<file path="src/rtl/sccb_write_master_pkg.sv">
// sccb_write_master_pkg: shared types and constants for the SCCB write engine.
// Holds the FSM state enum, the frame geometry and the camera device address.
package sccb_write_master_pkg;

  typedef enum logic [2:0] {
    IDLE,
    START,
    BIT,
    STOP,
    DONE
  } state_t;

  localparam int START_Q        = 2;
  localparam int STOP_Q         = 3;
  localparam int SLOTS_PER_BYTE = 9;
  localparam int BYTES          = 4;

  localparam logic [7:0] DEV_ADDR = 8'h78;

endpackage

</file>
<file path="src/rtl/sccb_qtick_gen.sv">
// sccb_qtick_gen: quarter bit-period divider, one-cycle qtick every QDIV clocks.
// Ports: clk_25M, rst_100 (async high), clr (sync hold at 0), qtick (out).
module sccb_qtick_gen #(
  parameter int QDIV = 312
) (
  input  logic clk_25M,
  input  logic rst_100,
  input  logic clr,
  output logic qtick
);

  logic [15:0] cnt;

  assign qtick = !clr && (cnt == 16'(QDIV - 1));

  always_ff @(posedge clk_25M or posedge rst_100) begin
    if (rst_100) begin
      cnt <= '0;
    end else if (clr || qtick) begin
      cnt <= '0;
    end else begin
      cnt <= cnt + 16'd1;
    end
  end

endmodule

</file>
<file path="src/rtl/sccb_write_master.sv">
// sccb_write_master: serialises one 32-bit word as an SCCB write frame.
// Ports: clk_25M, rst_100, cfg_data, i2c_req/i2c_ack, sclk, sda_out/oe/in, ack_err, busy.
module sccb_write_master
  import sccb_write_master_pkg::*;
#(
  parameter int QDIV = 312
) (
  input  logic        clk_25M,
  input  logic        rst_100,
  input  logic [31:0] cfg_data,
  input  logic        i2c_req,
  output logic        i2c_ack,
  output logic        sclk,
  output logic        sda_out,
  output logic        sda_oe,
  input  logic        sda_in,
  output logic        ack_err,
  output logic        busy
);

  state_t      state, state_d;
  logic [1:0]  q, q_d;
  logic [2:0]  bit_cnt, bit_d;
  logic        ack_slot, ack_slot_d;
  logic [1:0]  byte_cnt, byte_d;
  logic [31:0] shreg, sh_d;
  logic        err_d, iack_d, busy_d;
  logic        qtick;
  logic        qclr;

  // divider idles outside a frame so each frame starts phase-aligned
  assign qclr = (state == IDLE) || (state == DONE);

  sccb_qtick_gen #(
    .QDIV (QDIV)
  ) u_qtick (
    .clk_25M (clk_25M),
    .rst_100 (rst_100),
    .clr     (qclr),
    .qtick   (qtick)
  );

  always_ff @(posedge clk_25M or posedge rst_100) begin
    if (rst_100) begin
      state    <= IDLE;
      q        <= '0;
      bit_cnt  <= '0;
      ack_slot <= 1'b0;
      byte_cnt <= '0;
      shreg    <= '0;
      ack_err  <= 1'b0;
      i2c_ack  <= 1'b0;
      busy     <= 1'b0;
    end else begin
      state    <= state_d;
      q        <= q_d;
      bit_cnt  <= bit_d;
      ack_slot <= ack_slot_d;
      byte_cnt <= byte_d;
      shreg    <= sh_d;
      ack_err  <= err_d;
      i2c_ack  <= iack_d;
      busy     <= busy_d;
    end
  end

  always_comb begin
    state_d    = state;
    q_d        = q;
    bit_d      = bit_cnt;
    ack_slot_d = ack_slot;
    byte_d     = byte_cnt;
    sh_d       = shreg;
    err_d      = ack_err;
    iack_d     = i2c_ack;
    busy_d     = busy;
    sclk       = 1'b1;
    sda_out    = 1'b1;
    sda_oe     = 1'b1;
    unique case (state)
      IDLE: begin
        if (i2c_req && !i2c_ack) begin
          sh_d       = cfg_data;
          err_d      = 1'b0;
          busy_d     = 1'b1;
          q_d        = '0;
          bit_d      = 3'd7;
          ack_slot_d = 1'b0;
          byte_d     = '0;
          state_d    = START;
        end
      end
      START: begin
        sda_out = (q == 2'd0);
        if (qtick) begin
          if (q == 2'(START_Q - 1)) begin
            q_d     = '0;
            state_d = BIT;
          end else begin
            q_d = q + 2'd1;
          end
        end
      end
      BIT: begin
        sclk    = (q == 2'd1) || (q == 2'd2);
        sda_out = ack_slot ? 1'b1 : shreg[31];
        sda_oe  = !ack_slot;
        if (qtick) begin
          q_d = q + 2'd1;
          if (q == 2'd2 && ack_slot && sda_in) begin
            err_d = 1'b1;
          end
          if (q == 2'd3) begin
            if (ack_slot) begin
              ack_slot_d = 1'b0;
              bit_d      = 3'd7;
              if (byte_cnt == 2'(BYTES - 1)) begin
                state_d = STOP;
              end else begin
                byte_d = byte_cnt + 2'd1;
              end
            end else begin
              sh_d = {shreg[30:0], 1'b0};
              if (bit_cnt == 3'd0) begin
                ack_slot_d = 1'b1;
              end else begin
                bit_d = bit_cnt - 3'd1;
              end
            end
          end
        end
      end
      STOP: begin
        sclk    = (q != 2'd0);
        sda_out = (q == 2'd2);
        if (qtick) begin
          if (q == 2'(STOP_Q - 1)) begin
            q_d     = '0;
            busy_d  = 1'b0;
            iack_d  = 1'b1;
            state_d = DONE;
          end else begin
            q_d = q + 2'd1;
          end
        end
      end
      DONE: begin
        if (!i2c_req) begin
          iack_d  = 1'b0;
          state_d = IDLE;
        end
      end
      default: state_d = IDLE;
    endcase
  end

endmodule

</file>
<file path="config.mk">
export PLATFORM = sky130hd
export DESIGN_NAME = sccb_write_master
export DESIGN_NICKNAME = d
export VERILOG_FILES = /design/src/rtl/sccb_write_master_pkg.sv /design/src/rtl/sccb_qtick_gen.sv /design/src/rtl/sccb_write_master.sv
export SDC_FILE = /design/constraint.sdc
export NUM_CORES = 1
export LEC_CHECK = 0
export ABC_AREA = 0
export CELL_PAD_IN_SITES_DETAIL_PLACEMENT = 0
export CELL_PAD_IN_SITES_GLOBAL_PLACEMENT = 1
export CORE_ASPECT_RATIO = 1.25
export CORE_MARGIN = 2
export CORE_UTILIZATION = 45
export CTS_BUF_LIST = sky130_fd_sc_hd__clkbuf_4 sky130_fd_sc_hd__clkbuf_8 sky130_fd_sc_hd__clkbuf_16
export DETAILED_ROUTE_END_ITERATION = 6
export HOLD_SLACK_MARGIN = 0.06
export PLACE_DENSITY_LB_ADDON = 0.1
export SYNTH_ARGS = -nofsm -noshare
export SYNTH_HDL_FRONTEND = slang
export SYNTH_SLANG_ARGS = --single-unit
</file>
<file path="constraint.sdc">
create_clock -name clk_25M -period 6.1 [get_ports clk_25M]
set_input_delay 1.22 -clock clk_25M [delete_from_list [all_inputs] [get_ports clk_25M]]
set_output_delay 1.22 -clock clk_25M [all_outputs]
set_load 0.05 [all_outputs]
</file>
==> results.sh, run 1 <==
export IMPL_drtAntennaViolNets=0
export IMPL_startpoint_type="flop"
export IMPL_cts_buffers=9
export IMPL_grt_pass1_vias=2460
export IMPL_yosys_cell_types_count=45
export IMPL_hp_class="reg2reg"
export IMPL_cts_hold_fix_buffers=0
export IMPL_finalNonFillerCells=489
export IMPL_postCtsSetupRepairBufs=0
export IMPL_seq_area_frac_synth_pct=48.5
export IMPL_syn_nets=405
export IMPL_area_growth_pct=19.5
export IMPL_synth_area_leaders="dfrtp_1, nand2_1, nor2_1"
export IMPL_cts_tree="built"
export IMPL_die_area_um2=7800
export IMPL_power_share_clock_pct=24.3
export IMPL_drv_cap=0
export IMPL_finalSetupTns_ps=0
export IMPL_start_util_pct=46.1
export IMPL_core_area_um2=6930
export IMPL_synth_area_um2=3200
export IMPL_slew_violations=0
export IMPL_fp_row_count=34
export IMPL_clock_skew_ps=9.70
export IMPL_yosys_area_top_type_share_pct=48.5
export IMPL_clkLatencyLatePin_ps=330
export IMPL_async_reset_ff_share_pct=100
export IMPL_grt_setup_unrepaired="no"
export IMPL_fin_crit_ps=3580
export IMPL_p_sw_share_pct=34.2
export IMPL_drt_total_wl_um=6400
export IMPL_clock_root_buffer="clkbuf_8"
export IMPL_setup_viol=0
export IMPL_io_buffer_count=41
export IMPL_place_gp_congestion=0.758
export IMPL_drive_gt1_share_pct=7.52
export IMPL_max_freq_ghz=0.280
export IMPL_fin_crit_sh_pct=58.6
export IMPL_pin_count=42
export IMPL_seqPwrFrac_pct=49.5
export IMPL_cts_htree_levels=3
export IMPL_crit_path_frequent_cell="o21ai_0"
export IMPL_drtPass1Iterations=4
export IMPL_drt_iter0_drc=114
export IMPL_p_comb_share_pct=26.2
export IMPL_power_mw=1.25
export IMPL_synth_seq_cells=62
export IMPL_routedWlPerCell_um=13.1
export IMPL_end_kind="output port"
export IMPL_crit_chain="nand2_1 > o21ai_0 > nor2_1 > o21ai_0 > clkdlybuf4s50_1"
export IMPL_cts_buffer_depth=2
export IMPL_yosysWarningCount=0
export IMPL_critical_path_class="reg2out"
export IMPL_fp_dieH_um=98.3
export IMPL_whs_ps=478
export IMPL_cts_resized=0
export IMPL_grt_max_degree=64
export IMPL_vdd_drop_max_v=0.000155
export IMPL_synth_top_cell_by_area="dfrtp_1"
export IMPL_num_antenna_cells=0
export IMPL_cts_sinks=62
export IMPL_syn_inst=358
export IMPL_grt_usage_pct=17.8
export IMPL_crit_arrival_ps=2360
export IMPL_hold_viol=0
export IMPL_antenna_found_initial=0
export IMPL_slowest_delay_ps=820
export IMPL_p_switching_mw=0.428
export IMPL_numPlacedInstances=474
export IMPL_seqCellArea_um2=1550
export IMPL_status="completed"
export IMPL_postSynthAreaPerCell_um2=8.94
export IMPL_cp_data_required_time_ps=4880
export IMPL_drc=0
export IMPL_grt_pass1_wl_um=11200
export IMPL_dp_hpwl_um=4180
export IMPL_fillers=654
export IMPL_tightest_slew_ps=647
export IMPL_cpMaxStageDelayCell="clkdlybuf4s50_1"
export IMPL_fin_nets=442
export IMPL_cp_max_fo=18
export IMPL_ys_flop_type="dfrtp_1"
export IMPL_multi_input_area_um2=1500
export IMPL_cellPowerDensity_nw_per_um2=327
export IMPL_vias=2512
export IMPL_relSlewSlack_pct=56.8
export IMPL_vias_per_cell=5.14
export IMPL_p_leak_nw=1.64
export IMPL_p_int_mw=0.823
export IMPL_clkTransAtPathRegs_ps=70
export IMPL_grt_ovfl_total=0
export IMPL_fp_dieW_um=79.4
export IMPL_synth_edf_count=0
==> synthesized netlist by cell type, types with 2 or more instances <==
library cell,number
and2_1,2
mux2i_1,2
a31oi_1,31
xor2_1,9
nor3_1,4
nand3_1,9
and3_1,2
buf_4,3
o22ai_1,2
ha_1,11
clkbuf_1,8
nand2b_1,4
inv_1,14
a22o_1,2
nand4_1,2
nand2_1,78
dfrtp_1,62
o21ai_0,8
buf_2,8
and4_1,2
nor2_1,56
a21o_1,2
xnor2_1,6
a21oi_1,8
mux2_2,3
==> per-layer routing <==
| metal | vias to the layer above | wire length (um) | GRT usage, % |
|---|---|---|---|
| met5 | - | 0 | 0 |
| met4 | 0 | 91 | 7.16 |
| met3 | 8 | 215 | 2.77 |
| met2 | 44 | 3010 | 28.6 |
| met1 | 1182 | 3080 | 24.1 |
| li1 | 1278 | - | - |
==> state kept, by name, indices dropped and copies added, names as in the netlist <==
| signal | flops |
|---|---|
| i2c_ack | 1 |
| q | 2 |
| bit_cnt | 3 |
| busy | 1 |
| byte_cnt | 2 |
| ack_err | 1 |
| ack_slot | 1 |
| state | 3 |
| shreg | 32 |
| u_qtick.cnt | 16 |
==> stage by stage <==
stage	utilization, %	cell area, um^2	setup WS, ps
after floorplan	-	3200	2850
after global placement	52.8	3660	2900
after detailed placement	52.8	3660	2830
after CTS	55.1	3820	2500
after global routing	55.1	3820	2380
final	55.1	3820	2520
==> cell usage in the layout (no fill, tap or decap), types with 6 or more instances in the layout <==
cell,instances
o21ai_0,8
dfrtp_1,62
inv_1,13
ha_1,11
a31oi_1,31
xor2_1,9
nand3_1,9
xnor2_1,6
a21oi_1,8
nor2_1,56
nand2_1,78
clkdlybuf4s50_1,41
clkbuf_8,9
==> area by class of cell <==
type,count,area share (%)
clock buffers,9,3.24
inverters,14,1.37
clock inverters,6,1.05
multi-input cells,263,39.3
flip-flops and latches,62,40.6
repair buffers,45,11.5
well taps,90,2.95
==> final timing paths <==
path,from,to,slack (ps),cells past startpoint
max,state[1]$_DFFE_PP0P_,sda_out,2520,5
min,u_qtick.cnt[0]$_DFF_PP0_,u_qtick.cnt[0]$_DFF_PP0_,480,1
max reg2reg,state[1]$_DFFE_PP0P_,shreg[23]$_DFFE_PP0P_,3880,6
min reg2reg,u_qtick.cnt[0]$_DFF_PP0_,u_qtick.cnt[0]$_DFF_PP0_,480,1
max in group asynchronous,rst_100,shreg[6]$_DFFE_PP0P_,4040,3
min in group asynchronous,rst_100,u_qtick.cnt[8]$_DFF_PP0_,1130,2
==> cell families (layout without fill, tap and decap cells) <==
family / after synthesis / count (layout) / share of synthesized area (%)
AO/OA/AOI/OAI: 62 / 62 / 12.4
flip-flops: 62 / 62 / 48.5
multiplexers: 5 / 5 / 1.68
adder cells (fa/ha/maj): 11 / 11 / 4.30
AND/OR/NAND/NOR: 170 / 170 / 24.4
buffers and inverters: 33 / 74 / 4.54
XOR/XNOR: 15 / 15 / 4.11
==> critical path: cells and delay by family, from the launching register on <==
family	cells	cell delay, ps
AND/OR/NAND/NOR	2	250
buffers and inverters	1	820
flip-flops	1	700
AO/OA/AOI/OAI	2	260
==> power groups by stage <==
stage	clock network, mW	logic, mW	registers, mW
6_report	0.304	0.327	0.620
5_1_grt	0.328	0.374	0.636
4_1_cts	0.313	0.333	0.621
3_5_place_dp	0	0.334	0.626
3_3_place_gp	0	0.322	0.624
2_1_floorplan	0	0.255	0.611
Note: power is estimated with default switching activity, not from simulation.
==> run 2: changes to the inputs <==
--- a/config.mk
+++ b/config.mk
@@ -10,7 +10,7 @@
 export CELL_PAD_IN_SITES_GLOBAL_PLACEMENT = 1
 export CORE_ASPECT_RATIO = 1.25
 export CORE_MARGIN = 2
-export CORE_UTILIZATION = 45
+export CORE_UTILIZATION = 42
 export CTS_BUF_LIST = sky130_fd_sc_hd__clkbuf_4 sky130_fd_sc_hd__clkbuf_8 sky130_fd_sc_hd__clkbuf_16
 export DETAILED_ROUTE_END_ITERATION = 6
 export HOLD_SLACK_MARGIN = 0.06
==> constraint.sdc (replaced) <==
create_clock -name clk_25M -period 3.4 [get_ports clk_25M]
set_input_delay 0.68 -clock clk_25M [delete_from_list [all_inputs] [get_ports clk_25M]]
set_output_delay 0.68 -clock clk_25M [all_outputs]
set_load 0.05 [all_outputs]
==> run 2 against run 1 <==
Die area rose by 6.8%. Via count rose by 0.40%. Cell count rose by 0.41%. Total power rose by 91%. Combinational power rose by 82%. Register-to-register slack got worse by 2700 ps. Flip-flop and latch count did not move. Non-clock buffer count did not move. Hold slack improved by 9.3 ps.
==> results.sh, run 2 (synthesized netlist as in run 1, its figures left out) <==
export IMPL_grt_usage_pct=17.2
export IMPL_cts_sinks=62
export IMPL_cts_buffer_depth=2
export IMPL_fp_dieW_um=82.1
export IMPL_grt_ovfl_total=0
export IMPL_status="completed"
export IMPL_cts_hold_fix_buffers=0
export IMPL_grt_pass1_vias=2480
export IMPL_p_leak_nw=1.68
export IMPL_cts_tree="built"
export IMPL_cpMaxStageDelayCell="clkdlybuf4s50_1"
export IMPL_fin_ws_ps=338
export IMPL_crit_chain="nand2_1 > o21ai_0 > nor2_1 > o21ai_0 > clkdlybuf4s50_1"
export IMPL_grt_max_degree=64
export IMPL_grt_util_met1_pct=23.1
export IMPL_numPlacedInstances=476
export IMPL_dp_hpwl_um=4270
export IMPL_dp_slack_ps=714
export IMPL_clkTransAtPathRegs_ps=60
export IMPL_grt_pass1_wl_um=11100
export IMPL_fp_row_count=35
export IMPL_io_buffer_count=41
export IMPL_critical_path_class="reg2out"
export IMPL_die_area_um2=8340
export IMPL_antenna_found_initial=0
export IMPL_finalNonFillerCells=491
export IMPL_vias=2522
export IMPL_drive_gt1_share_pct=7.52
export IMPL_finalSetupTns_ps=0
export IMPL_cts_buffers=9
export IMPL_pin_count=42
export IMPL_setup_viol=0
export IMPL_drv_cap=0
export IMPL_fillers=707
export IMPL_tightest_slew_ps=836
export IMPL_drtAntennaViolNets=0
export IMPL_relSlewSlack_pct=44.3
export IMPL_cellPowerDensity_nw_per_um2=615
export IMPL_cp_num_buf_inv=1
export IMPL_drt_iter0_drc=132
export IMPL_hp_class="reg2reg"
export IMPL_cts_htree_levels=3
export IMPL_clock_root_buffer="clkbuf_8"
export IMPL_busiest_layer="met2"
export IMPL_vdd_drop_max_v=0.000269
export IMPL_grt_use_met3_pct=2.67
export IMPL_end_kind="output port"
export IMPL_startpoint_type="flop"
export IMPL_top_register="shreg"
export IMPL_grt_use_met2_pct=27.2
export IMPL_routedWlPerCell_um=12.7
export IMPL_fp_dieH_um=102
export IMPL_fin_crit_ps=3060
export IMPL_num_antenna_cells=0
export IMPL_hold_viol=0
export IMPL_final_common_cell="nand2_1"
export IMPL_clock_skew_ps=7.94
export IMPL_cp_data_required_time_ps=2720
export IMPL_fin_nets=442
export IMPL_vias_per_cell=5.14
export IMPL_cp_max_fo=18
export IMPL_drc=0
export IMPL_clkLatencyLatePin_ps=330
export IMPL_crit_arrival_ps=2380
export IMPL_slowest_delay_ps=820
export IMPL_fin_crit_sh_pct=90.0
export IMPL_biggestRegsByFlops="shreg x32, u_qtick.cnt x16"
export IMPL_critPathTopFamily="buffers and inverters"
export IMPL_drtPass1Iterations=4
export IMPL_grt_setup_unrepaired="no"
export IMPL_drt_total_wl_um=6250
export IMPL_slew_violations=0
export IMPL_crit_path_frequent_cell="o21ai_0"
export IMPL_layout_common_cells="nand2_1, dfrtp_1, nor2_1, clkdlybuf4s50_1, a31oi_1"
export IMPL_postCtsSetupRepairBufs=0
export IMPL_cts_resized=0
export IMPL_core_area_um2=7400
export IMPL_largest_register_ffs=32
export IMPL_area_growth_pct=21.7
export IMPL_start_util_pct=43.2
export IMPL_place_gp_congestion=0.758
export IMPL_max_freq_ghz=0.327
## run 2: cell types whose count changed in the layout (fill, tap and decap cells not counted), sizes merged
cell,previous run,this run
bufinv,0,2
clkbuf,9,10
clkinvlp,4,0
clkinv,2,3
## run 2: through the flow
stage / utilization [%] / area (um^2) / power, mW / hold slack [ps]
5_1_grt: 52.6 / 3890 / 2.57 / 521
6_report: 52.6 / 3890 / 2.39 / 487
3_5_place_dp: 49.8 / 3690 / 1.73 / 468
4_1_cts: 52.6 / 3890 / 2.42 / 484
2_1_floorplan: - / 3200 / 1.55 / 448
3_3_place_gp: 49.8 / 3690 / 1.71 / 470
## run 2: cell type report
| type | count | area (um^2) | area share (%) |
|---|---|---|---|
| sequential | 62 | 1550 | 39.8 |
| multi-input combinational | 263 | 1500 | 38.6 |
| timing repair buffer | 45 | 465 | 12.0 |
| clock buffer | 10 | 131 | 3.37 |
| tap | 92 | 115 | 2.96 |
| clock inverter | 5 | 75.1 | 1.93 |
| inverter | 14 | 52.6 | 1.35 |
## run 2: power breakdown
part / internal (mW) / total [mW] / switching [mW] / leakage, nW
Clock: 0.413 / 0.687 / 0.274 / 0.109
Sequential: 0.961 / 1.11 / 0.149 / 0.746
Combinational: 0.267 / 0.596 / 0.329 / 0.828
Total: 1.64 / 2.39 / 0.752 / 1.68
## run 2: final timing paths
| check | cells after the start | from | slack (ps) | end |
|---|---|---|---|---|
| hold reg to reg | 1 | u_qtick.cnt[0]$_DFF_PP0_ | 490 | u_qtick.cnt[0]$_DFF_PP0_ |
| max in group asynchronous | 3 | rst_100 | 2180 | shreg[4]$_DFFE_PP0P_ |
| hold / removal | 1 | u_qtick.cnt[0]$_DFF_PP0_ | 490 | u_qtick.cnt[0]$_DFF_PP0_ |
| setup / recovery | 5 | state[1]$_DFFE_PP0P_ | 340 | sda_out |
| min in group asynchronous | 2 | rst_100 | 640 | u_qtick.cnt[12]$_DFF_PP0_ |
| setup reg to reg | 5 | state[2]$_DFFE_PP0P_ | 1160 | bit_cnt[1]$_DFFE_PP0P_ |
## run 2: per-layer routing
| metal | vias to the layer above | share of wire, % |
|---|---|---|
| li1 | 1281 | - |
| met1 | 1190 | 50 |
| met2 | 40 | 45 |
| met3 | 11 | 2.9 |
| met4 | 0 | 2.0 |
| met5 | - | 0 |
